<file path="src/rtl/asip_pkg.sv">
// Shared types and constants for the ASIP result path.
package asip_pkg;

  localparam logic [7:0] HeaderDefault = 8'hA5;

  localparam int unsigned FrameLenCsum   = 6;
  localparam int unsigned FrameLenNoCsum = 5;

  localparam int unsigned IdxWidth = 3;
  typedef logic [IdxWidth-1:0] byte_idx_t;

  typedef enum logic {
    StIdle = 1'b0,
    StSend = 1'b1
  } framer_state_e;

endpackage

</file>
<file path="src/rtl/asip_result_slot.sv">
// 32-bit result holding register with valid flag; load wins over clear.
module asip_result_slot (
  input  logic        clk_i,
  input  logic        rst_ni,
  input  logic        load_i,
  input  logic        clear_i,
  input  logic [31:0] data_i,
  output logic [31:0] data_o,
  output logic        valid_o
);

  logic [31:0] data_q;
  logic        valid_q;

  always_ff @(posedge clk_i) begin
    if (!rst_ni) begin
      data_q  <= 32'h0;
      valid_q <= 1'b0;
    end else if (load_i) begin
      data_q  <= data_i;
      valid_q <= 1'b1;
    end else if (clear_i) begin
      valid_q <= 1'b0;
    end
  end

  assign data_o  = data_q;
  assign valid_o = valid_q;

endmodule

</file>
<file path="src/rtl/asip_result_framer.sv">
// Serialises ASIP results as HEADER,MAX,MIN,QUOTIENT,REMAINDER[,CHECKSUM] byte frames.
// Define RESULT_CHECKSUM_EN to append the XOR checksum byte.
module asip_result_framer
  import asip_pkg::*;
#(
  parameter logic [7:0] HEADER = HeaderDefault
) (
  input  logic       CLK,
  input  logic       RESET,
  input  logic       DONE,
  input  logic [7:0] MAX,
  input  logic [7:0] MIN,
  input  logic [7:0] QUOTIENT,
  input  logic [7:0] REMAINDER,
  output logic [7:0] TX_DATA,
  output logic       TX_VALID,
  input  logic       TX_READY,
  output logic       BUSY,
  output logic       OVERRUN,
  output logic [7:0] FRAME_COUNT
);

`ifdef RESULT_CHECKSUM_EN
  localparam byte_idx_t LastIdx = byte_idx_t'(FrameLenCsum - 1);
`else
  localparam byte_idx_t LastIdx = byte_idx_t'(FrameLenNoCsum - 1);
`endif

  framer_state_e state_q, state_d;
  byte_idx_t     idx_q, idx_d;
  logic [7:0]    tx_data_q, tx_data_d;
  logic          tx_valid_q, tx_valid_d;
  logic          overrun_q, overrun_d;
  logic [7:0]    count_q, count_d;

  logic [31:0] res_in, act_data, pend_data, next_data;
  logic        act_valid, pend_valid;
  logic        act_load, act_clear, pend_load, pend_clear;
  logic        load_byte, xfer, last_xfer;

  assign res_in = {MAX, MIN, QUOTIENT, REMAINDER};

  function automatic logic [7:0] frame_byte(logic [31:0] r, byte_idx_t i);
    logic [7:0] b;
    case (i)
      3'd0:    b = HEADER;
      3'd1:    b = r[31:24];
      3'd2:    b = r[23:16];
      3'd3:    b = r[15:8];
      3'd4:    b = r[7:0];
`ifdef RESULT_CHECKSUM_EN
      3'd5:    b = r[31:24] ^ r[23:16] ^ r[15:8] ^ r[7:0];
`endif
      default: b = 8'h00;
    endcase
    return b;
  endfunction

  asip_result_slot u_active (
    .clk_i   (CLK),
    .rst_ni  (RESET),
    .load_i  (act_load),
    .clear_i (act_clear),
    .data_i  (next_data),
    .data_o  (act_data),
    .valid_o (act_valid)
  );

  asip_result_slot u_pending (
    .clk_i   (CLK),
    .rst_ni  (RESET),
    .load_i  (pend_load),
    .clear_i (pend_clear),
    .data_i  (res_in),
    .data_o  (pend_data),
    .valid_o (pend_valid)
  );

  assign xfer      = tx_valid_q & TX_READY & act_valid;
  assign last_xfer = xfer & (idx_q == LastIdx);

  always_comb begin
    state_d    = state_q;
    idx_d      = idx_q;
    tx_valid_d = tx_valid_q;
    overrun_d  = overrun_q;
    count_d    = count_q;
    act_load   = 1'b0;
    act_clear  = 1'b0;
    pend_load  = 1'b0;
    pend_clear = 1'b0;
    load_byte  = 1'b0;
    next_data  = act_data;

    case (state_q)
      StIdle: begin
        if (DONE) begin
          act_load   = 1'b1;
          next_data  = res_in;
          state_d    = StSend;
          idx_d      = '0;
          tx_valid_d = 1'b1;
          load_byte  = 1'b1;
        end
      end
      StSend: begin
        if (last_xfer) begin
          count_d = count_q + 8'd1;
          // Pending occupancy before this edge decides who owns the next frame.
          if (pend_valid) begin
            act_load   = 1'b1;
            pend_clear = 1'b1;
            next_data  = pend_data;
            idx_d      = '0;
            load_byte  = 1'b1;
            if (DONE) overrun_d = 1'b1;
          end else if (DONE) begin
            act_load  = 1'b1;
            next_data = res_in;
            idx_d     = '0;
            load_byte = 1'b1;
          end else begin
            act_clear  = 1'b1;
            state_d    = StIdle;
            idx_d      = '0;
            tx_valid_d = 1'b0;
          end
        end else begin
          if (xfer) begin
            idx_d     = idx_q + byte_idx_t'(1);
            load_byte = 1'b1;
          end
          if (DONE) begin
            if (pend_valid) overrun_d = 1'b1;
            else            pend_load = 1'b1;
          end
        end
      end
      default: state_d = StIdle;
    endcase

    tx_data_d = load_byte ? frame_byte(next_data, idx_d) : tx_data_q;
  end

  always_ff @(posedge CLK) begin
    if (!RESET) begin
      state_q    <= StIdle;
      idx_q      <= '0;
      tx_data_q  <= 8'h00;
      tx_valid_q <= 1'b0;
      overrun_q  <= 1'b0;
      count_q    <= 8'h00;
    end else begin
      state_q    <= state_d;
      idx_q      <= idx_d;
      tx_data_q  <= tx_data_d;
      tx_valid_q <= tx_valid_d;
      overrun_q  <= overrun_d;
      count_q    <= count_d;
    end
  end

  assign TX_DATA     = tx_data_q;
  assign TX_VALID    = tx_valid_q;
  assign BUSY        = (state_q == StSend) | pend_valid;
  assign OVERRUN     = overrun_q;
  assign FRAME_COUNT = count_q;

endmodule

</file>
<file path="config.mk">
export PLATFORM = sky130hd
export DESIGN_NAME = asip_result_framer
export DESIGN_NICKNAME = d
export VERILOG_FILES = /design/src/rtl/asip_pkg.sv /design/src/rtl/asip_result_slot.sv /design/src/rtl/asip_result_framer.sv
export SDC_FILE = /design/constraint.sdc
export NUM_CORES = 1
export LEC_CHECK = 0
export CAP_MARGIN = 30
export CORE_ASPECT_RATIO = 0.9
export CORE_MARGIN = 5
export CORE_UTILIZATION = 56
export CTS_CLUSTER_DIAMETER = 30
export DETAILED_ROUTE_END_ITERATION = 16
export PLACE_DENSITY_LB_ADDON = 0.1
export REMOVE_ABC_BUFFERS = 1
export SLEW_MARGIN = 40
export SYNTH_ARGS = -nofsm -noshare
export SYNTH_HDL_FRONTEND = slang
export SYNTH_SLANG_ARGS = --single-unit
</file>
<file path="constraint.sdc">
create_clock -name CLK -period 2.9 [get_ports CLK]
set_clock_uncertainty 0.05 [all_clocks]
set_input_delay 0.87 -clock CLK [delete_from_list [all_inputs] [get_ports CLK]]
set_output_delay 0.87 -clock CLK [all_outputs]
set_load 0.01 [all_outputs]
</file>
After elaboration in Yosys (flattened, before gate mapping)
Index checks and enable logic that the tools add are counted.
- $add $sub $neg: 2
- equal/unequal tests: 9
- muxes and demuxes: 42
- bitwise logic cells: 5
- reduce and logical (&&, ||, !) cells: 6
- operators with widths (cell ; count):
    $mux W32 ; 3
    $pmux W32 S2 ; 1
    $pmux W8 S5 ; 1
    $mux W1 ; 29
    $mux W3 ; 3
    $add A8 B1 Y8 const B ; 1
    $pmux W1 S2 ; 4
    $eq A3 B2 Y1 const B ; 2
    $eq A3 B3 Y1 const B ; 2
    $ne A2 B2 Y1 const B ; 3
    $pmux W3 S2 ; 1
    $reduce_and A4 Y1 ; 1
    $reduce_bool A2 Y1 ; 2
    $add A3 B1 Y3 const B ; 1
    $and A1 B1 Y1 ; 3
    $eq A3 B1 Y1 const B ; 1
    $logic_not A3 Y1 ; 1
    $reduce_and A3 Y1 ; 1
    $ne A2 B1 Y1 const B ; 1
    $reduce_and A2 Y1 ; 1
    $not A1 Y1 ; 1
    $or A1 B1 Y1 ; 1
- bits in registers: 88
- bits of input ports: 36
- output and inout bits: 19
- word-level logic and storage cells: 74

Depth between registers and ports, before layout
Gate-level depths: netlist of the first run.
- depth after elaboration: 7
- depth in mapped cells: 10
- gate-level depth less buffers: 8

By module
A second synthesis of the first run with hierarchy kept.
- cell total of the unflattened synthesis: 514
- area total of the unflattened synthesis: 5013.6 um^2
- by module, submodules not included (module ; times used ; cells each ; area an instance (um^2) ; seq. area each (um^2)):
    asip_result_slot ; 2 ; 106 ; 1277.5 ; 660.6
    asip_result_framer ; 1 ; 302 ; 2458.6 ; 440.4

Least setup slack after synthesis of the first run
No wires, ideal clock.
- path type: input to register
- from: in DONE
- to: reg u_active.data_q[15], in the netlist u_active.data_o[15]
- setup time: 132 ps
- arrival: 2272 ps
- required time: 2718 ps
- path slack: 446 ps
- stages on the path: 9
- buffers on the path: 4
- cells stage by stage: buf_2 -> buf_6 -> buf_4 -> buf_4 -> mux2_2 -> o21ai_0 -> nand2_1 -> o211ai_1 -> a21oi_1
- longest elaborated chain between the ends: 4
- elaborated cells on any way between the ends: 8
- those cells by class: mux: 8
- ends and longest elaborated chain (element ; RTL line ; text):
    start: declaration ; asip_result_framer.sv:10 ; input logic DONE,
    $mux W32 or $mux W1 (tied branches) ; asip_result_framer.sv:97, asip_result_framer.sv:117 ;
    $mux W32 or $mux W1 (tied branches) ; asip_result_framer.sv:110 ; if (pend_valid) begin
    $mux W32 or $mux W1 (tied branches) ; asip_result_framer.sv:107 ; if (last_xfer) begin
    $pmux W32 S2 or $pmux W1 S2 (tied branches) ; asip_result_framer.sv:95 ; case (state_q)
    end signal: assignment ; asip_result_slot.sv:20 ; data_q <= data_i;
    end: declaration ; asip_result_slot.sv:12 ; logic [31:0] data_q;
Parallel ways exist; a longest one is shown, timed or not.
A chain may end at the register's enable or synchronous reset.

Worst setup path in the final report of the first run
- from: reg state_q
- to: out BUSY
- longest elaborated chain between the ends: 1
- ends and longest elaborated chain (element ; RTL line ; text):
    start: declaration ; asip_result_framer.sv:29 ; framer_state_e state_q, state_d;
    start signal: assignment ; asip_result_framer.sv:147 ; state_q <= StIdle;
    start signal: assignment ; asip_result_framer.sv:154 ; state_q <= state_d;
    $or A1 B1 Y1 ; asip_result_framer.sv:165 ; assign BUSY = (state_q == StSend) | pend_valid;
    end: declaration ; asip_result_framer.sv:18 ; output logic BUSY,
No other way between the ends.

==> results of run 1 <==
power by group through the flow:
stage | sequential (mW) | clock [mW] | combinational, mW
final | 1.31 | 0.957 | 0.479
after global routing | 1.32 | 1.03 | 0.526
after CTS | 1.31 | 0.978 | 0.478
after detailed placement | 1.34 | 0 | 0.474
after global placement | 1.34 | 0 | 0.464
after floorplan | 1.34 | 0 | 0.218
worst paths after layout:
kind	cells past startpoint	startpoint	endpoint	slack [ns]
worst min-delay path	2	u_pending.data_o[12]$_SDFFE_PN0P_	u_pending.data_o[12]$_SDFFE_PN0P_	0.41
worst min register to register	2	u_pending.data_o[12]$_SDFFE_PN0P_	u_pending.data_o[12]$_SDFFE_PN0P_	0.41
worst max register to register	8	idx_q[0]$_SDFF_PN0_	TX_DATA[7]$_SDFFE_PN0P_	0.29
worst max-delay path	3	state_q$_SDFF_PN0_	BUSY	0.16
through the flow:
| step | utilization (%) | power [mW] | hold slack, ns | setup slack, ns | cell area (um2) |
|---|---|---|---|---|---|
| 6_report | 72.30 | 2.750 | 0.4068 | 0.1554 | 5720 |
| 3_3_place_gp | 69.43 | 1.803 | 0.3881 | -0.2264 | 5494 |
| 3_5_place_dp | 69.43 | 1.815 | 0.3954 | -0.2420 | 5494 |
| 5_1_grt | 72.30 | 2.878 | 0.4396 | 0.04563 | 5720 |
| 4_1_cts | 72.23 | 2.769 | 0.4080 | 0.1557 | 5715 |
| 2_1_floorplan | - | 1.561 | 0.3811 | -0.4247 | 4282 |
cells in the final DEF (no fill, tap or decap), drive strengths merged, types with 7 or more instances in the layout:
cell / instances
clkdlybuf4s50: 53
buf: 69
nor3: 9
dfxtp: 88
mux2i: 19
mux2: 10
nand3b: 8
or3: 7
a21oi: 61
o21ai: 37
and2: 20
nand3: 18
clkbuf: 11
nor2: 48
nand2: 92
o211ai: 10
a211oi: 8
final cells by class:
| cell class | instances | area, um2 |
|---|---|---|
| clock buffers | 11 | 141.4 |
| clock inverters | 5 | 80.08 |
| fillers | 647 | 2192 |
| inverters | 7 | 26.28 |
| multi-input cells | 426 | 2504 |
| flip-flops and latches | 88 | 1762 |
| well taps | 99 | 123.9 |
| repair buffers | 122 | 1084 |
cell families after synthesis:
family | count (synthesis)
mux | 29
simple gates | 221
compound gates | 165
flops | 88
fa+ha+maj | 4
xor+xnor | 7
buf+inv | 46
state kept, by name, indices dropped and copies added, names as in the netlist:
name               cells
u_active.valid_o       1
OVERRUN                1
u_pending.data_o      32
TX_VALID               1
state_q                1
u_pending.valid_o      1
FRAME_COUNT            8
TX_DATA                8
idx_q                  3
u_active.data_o       32
repair_timing:
item / CTS / global route
hold buffers: 0 / 0
endpoints found under the setup margin: 0 / 2
setup buffers: 0 / 0
gates resized for setup: 0 / 1
per-layer routing:
layer  vias up  share of wire (%)  wire length [um]
met5         -                  0                 0
met4         0                1.3               165
met3        14                6.2               808
met2       140                 49              6448
met1      2114                 43              5619
li1       2187                  -                 -
worst reg2reg max path, delay by kind of cell, from the launching register on:
kind            cells  cell delay (ns)
fa+ha+maj           1             0.28
simple gates        1             0.29
buf+inv             1             0.09
compound gates      5             1.39
flops               1             0.45
==> impl_metrics.py, run 1 <==
metrics = {
    "sta": {
        "tightest_slew_ns": 0.5765,
        "max_freq_mhz": 364.3,
        "period_minus_slack_ns": 2.745,
        "slew_violations": 0,
        "min_period_over_period_pct": 94.64,
        "setup_violations": 0,
        "rsz0062_at_grt": "no",
        "tns_ns": 0,
        "report.final.hold_viol_count": 0,
        "slew_headroom_pct": 61.06,
    },
    "synthesis": {
        "netlist.area_leader.share_pct": 39.36,
        "synth.distinct_cells": 66,
        "syn-cell-area_um2": 4476,
        "yosys.area_share.xor_xnor_pct": 1.370,
        "synth_simple_gate_area_share_pct": 22.81,
        "synth_top_family_by_area": "compound AO/OA/AOI/OAI gates",
        "yosys-mux-area-fraction_pct": 6.765,
        "synth-edff-count": 0,
        "synth-main-ff-cell": "dfxtp_1",
        "synth_warnings": 0,
        "yosysMostFrequentCell": "nand2_1",
        "synth.area.top_cells": "dfxtp_1, nand2_1, a21oi_1",
        "avgSynthCellArea_um2": 7.992,
        "synth_common_cells": "nand2_1, dfxtp_1, a21oi_1",
        "syn_inst": 560,
        "synth-compound-area-share_pct": 23.65,
        "synth-async-reset-ratio_pct": 0,
        "synth-adder-area-share_pct": 1.118,
        "ys_seq_elements": 88,
        "synth_top_cell_by_area": "dfxtp_1",
        "ys_seq_area_share_pct": 39.36,
    },
    "power": {
        "seqPwrFrac_pct": 47.8,
        "p_int_mw": 2.012,
        "p_sw_mw": 0.7376,
        "powerDensity_nw_per_um2": 480.7,
        "clkPwrFrac_pct": 34.8,
        "p_leak_nw": 2.160,
        "switching_share_pct": 26.83,
        "share_comb_of_total_power_pct": 17.4,
        "peakVddDrop_mv": 0.2936,
    },
    "setup_path": {
        "worstSetupStartpointType": "flop",
        "max_stage_delay_ns": 0.60,
        "path_delay_family": "buffers and inverters",
        "end_kind": "primary output",
        "path_cells": "inv_2, nand2_1, clkdlybuf4s50_1",
        "crit_arrival_ns": 1.82,
        "critPathMaxFanout": 13,
        "crit_required_ns": 1.98,
        "crit_buf_inv": 2,
        "slowest_stage": "dfxtp_1",
        "criticalPathCategory": "reg -> out",
    },
    "detailed_routing": {
        "drtAntennaViolNets": 0,
        "num_vias": 4455,
        "drt-pass1-iter-count": 4,
        "vias_per_cell": 5.877,
        "drt-total-wl_um": 13040,
        "drtIter0Drc": 258,
        "wire_per_inst_um": 17.21,
        "drc": 0,
    },
    "clock_network": {
        "clockBufferDepth": 2,
        "cts_tree": "done",
        "htreeDepth": 3,
        "path_clk_slew_ns": 0.09,
        "cts.sinks": 88,
        "numCtsBuffers": 9,
        "clk_latency_ns": 0.36,
        "root_buffer": "clkbuf_8",
    },
    "hold_path": {
        "hold_class": "reg -> reg",
    },
    "grt": {
        "grt_antenna_before_repair": 0,
        "globalRouteMet3Util_pct": 5.742,
        "grt_pass1_vias": 4331,
        "met2_usage_pct": 47.13,
        "grtUsageMet1_pct": 34.26,
        "grt-ovfl-total": 0,
        "grt_max_degree": 49,
        "grt_pass1_wl_um": 21620,
        "track_usage_pct": 27.11,
        "busiest_layer": "met2",
    },
    "floorplanning": {
        "die_area_um2": 9883,
        "core-area_um2": 7913,
        "die_h_um": 94.81,
        "die_x_um": 104.2,
        "rows": 31,
        "start_util_pct": 56.56,
        "ios": 55,
    },
    "final_layout": {
        "final_layout_size_suffix_gt1_share_pct": 16.39,
        "antenna_cells": 0,
        "fin_nets": 694,
        "stdcell_count": 758,
        "syn2layout_area_growth_pct": 27.82,
    },
    "placed_design": {
        "io_buffers": 54,
        "hpwl_um": 9671,
        "gp_congestion": 0.9180,
        "place_inst": 742,
    },
    "status": {
        "outcome": "finished, final reports clean",
    },
    "flow_run": {
        "drv_cap": 0,
    },
}
Power figures use the tool's default switching activity.
==> run 2, diff against run 1 <==
- CTS_CLUSTER_DIAMETER: 30 -> 80
- CTS_CLUSTER_SIZE: default -> 25
==> results of run 2 <==
Same layout as run 1: the final DEF is identical, and so are final timing and power.
==> run 3, diff against run 2 <==
- GPL_ROUTABILITY_DRIVEN: default -> 0
==> run 3 against run 2 <==
  * Routed wire length fell by 6.6%
  * Design area fell by 0.52%
  * Final cell count fell by 0.66%
  * Power fell by 3.0%
  * Critical path depth rose by 5
  * Flip-flop and latch count did not move
==> impl_metrics.py, run 3 (synthesis results as in run 1) <==
metrics = {
    "status": {
        "outcome": "finished, final reports clean",
    },
    "detailed_routing": {
        "dr.max_layer_used": "met4",
        "drt-pass1-iter-count": 5,
        "drt-met1-wl_um": 5562,
        "drtIter0Drc": 201,
        "drt-total-wl_um": 12180,
        "routed-wl-met3_um": 672,
        "drtAntennaViolNets": 0,
        "num_vias": 4416,
        "drc": 0,
        "met2_length_um": 5684,
        "wire_per_inst_um": 16.18,
        "vias_per_cell": 5.865,
    },
    "setup_path": {
        "r2r_cells": 7,
        "worstSetupStartpointType": "input port",
        "crit_required_ns": 3.10,
        "criticalPathCategory": "in -> reg",
        "setup.worst_path.start": "TX_READY",
        "end_kind": "flop",
        "path_cells": "clkdlybuf4s50_1, buf_4, nand3_1, or2_1, o22ai_1, o21ai_0, a222oi_1, a31oi_1",
        "max_stage_delay_ns": 0.51,
        "worstReg2RegEnd": "TX_DATA[6]$_SDFFE_PN0P_",
        "critPathMaxFanout": 8,
        "crit_arrival_ns": 2.95,
        "slowest_stage": "clkdlybuf4s50_1",
        "r2r_setup_slack_ns": 0.49,
        "path_depth": 8,
        "endpoint": "TX_DATA[6]$_SDFFE_PN0P_",
        "path_delay_family": "compound AO/OA/AOI/OAI gates",
        "r2r_start": "idx_q[0]$_SDFF_PN0_",
        "crit_buf_inv": 2,
    },
    "sta": {
        "period_minus_slack_ns": 2.748,
        "setup_slack_ns": 0.1520,
        "rsz0062_at_grt": "no",
        "setup_violations": 0,
        "slew_violations": 0,
        "slew_headroom_pct": 65.40,
        "max_freq_mhz": 363.9,
        "tightest_slew_ns": 0.5155,
        "report.final.hold_viol_count": 0,
        "tns_ns": 0,
        "min_period_over_period_pct": 94.76,
    },
    "placed_design": {
        "pre_cts_ws_ns": -0.2376,
        "hpwl_um": 8983,
        "io_buffers": 54,
        "place_inst": 737,
    },
    "final_layout": {
        "fin_nets": 689,
        "stdcell_count": 753,
        "final_layout_size_suffix_gt1_share_pct": 15.90,
        "final_common_cell": "nand2_1",
        "layout.core_utilization_pct": 71.92,
        "antenna_cells": 0,
        "final_cell_mix": "nand2_1, dfxtp_1, a21oi_1, buf_4, clkdlybuf4s50_1",
        "syn2layout_area_growth_pct": 27.15,
    },
    "floorplanning": {
        "start_util_pct": 56.56,
        "ios": 55,
        "die_area_um2": 9883,
        "die_x_um": 104.2,
        "rows": 31,
        "core-area_um2": 7913,
        "die_h_um": 94.81,
    },
    "grt": {
        "grt_max_degree": 48,
        "grt-ovfl-total": 0,
        "grt_antenna_before_repair": 0,
        "grt_pass1_vias": 4164,
        "grt_pass1_wl_um": 20330,
        "track_usage_pct": 24.92,
    },
    "clock_network": {
        "numCtsBuffers": 9,
        "htreeDepth": 3,
        "clockBufferDepth": 2,
        "clk_latency_ns": 0.36,
        "path_clk_slew_ns": 0.09,
        "cts.sinks": 88,
        "root_buffer": "clkbuf_8",
        "cts_tree": "done",
    },
    "power": {
        "p_leak_nw": 2.135,
        "peakVddDrop_mv": 0.3876,
        "share_comb_of_total_power_pct": 18.0,
        "p_sw_mw": 0.7516,
        "p_total_mw": 2.667,
        "p_int_mw": 1.915,
        "clkPwrFrac_pct": 32.8,
        "seqPwrFrac_pct": 49.2,
        "switching_share_pct": 28.18,
        "powerDensity_nw_per_um2": 468.7,
    },
    "flow_run": {
        "drv_cap": 0,
    },
    "hold_path": {
        "hold_class": "reg -> reg",
        "hold_path_startpoint": "u_pending.data_o[12]$_SDFFE_PN0P_",
    },
}
## run 3: cell count changes in the layout (fill, tap and decap cells not counted), sizes merged
cell,previous run,this run
clkinvlp,2,1
buf,69,64
bufinv,2,1
clkinv,2,3
inv,6,9
clkbuf,11,9
## run 3: area by class of cell
type                    instances  area, um2
repair buffers                117       1071
clock buffers                   9      123.9
inverters                       7      26.28
fillers                       647       2222
clock inverters                 7      77.57
well taps                      99      123.9
flip-flops and latches         88       1762
multi-input cells             426       2506
## run 3: through the flow
stage / instance area, um2 / hold WS, ns
after floorplan: 4282 / 0.3811
after global placement: 5482 / 0.3889
after detailed placement: 5482 / 0.3922
after CTS: 5683 / 0.4046
after global routing: 5690 / 0.4232
final: 5690 / 0.4042
## run 3: how the worst min path moves through the flow
stage / endpoint / slack [ns] / depth (start not counted)
2_1_floorplan: u_pending.data_o[10]$_SDFFE_PN0P_ / 0.38 / 2
3_3_place_gp: u_pending.data_o[28]$_SDFFE_PN0P_ / 0.39 / 2
3_5_place_dp: u_pending.data_o[4]$_SDFFE_PN0P_ / 0.39 / 2
4_1_cts: u_pending.data_o[4]$_SDFFE_PN0P_ / 0.40 / 2
5_1_grt: u_pending.data_o[4]$_SDFFE_PN0P_ / 0.42 / 2
6_report: u_pending.data_o[12]$_SDFFE_PN0P_ / 0.40 / 2
## run 3: tightest hold or removal path: cells and delay by family, from the launching register on
| kind | cells | cell delay (ns) |
|---|---|---|
| DFF | 1 | 0.32 |
| AOI/OAI and AO/OA | 1 | 0.05 |
| and+or+nand+nor | 1 | 0.05 |
## run 3: metal layers
layer,track usage (%),up-vias
met5,0,-
met4,8.738,0
met3,4.853,25
met2,40.82,120
met1,33.04,2098
li1,-,2173
## run 3: repair_timing
action,4_1_cts,5_1_grt
setup endpoints to repair,0,1
resized for setup,0,1
buffers inserted,0,0
hold buffers,0,0
## run 3: power groups by stage
stage	combinational [mW]	sequential, mW	clock, mW
after global placement	0.464	1.34	0
final	0.480	1.31	0.875
after floorplan	0.218	1.34	0
after CTS	0.477	1.31	0.887
after global routing	0.525	1.32	0.956
after detailed placement	0.472	1.34	0
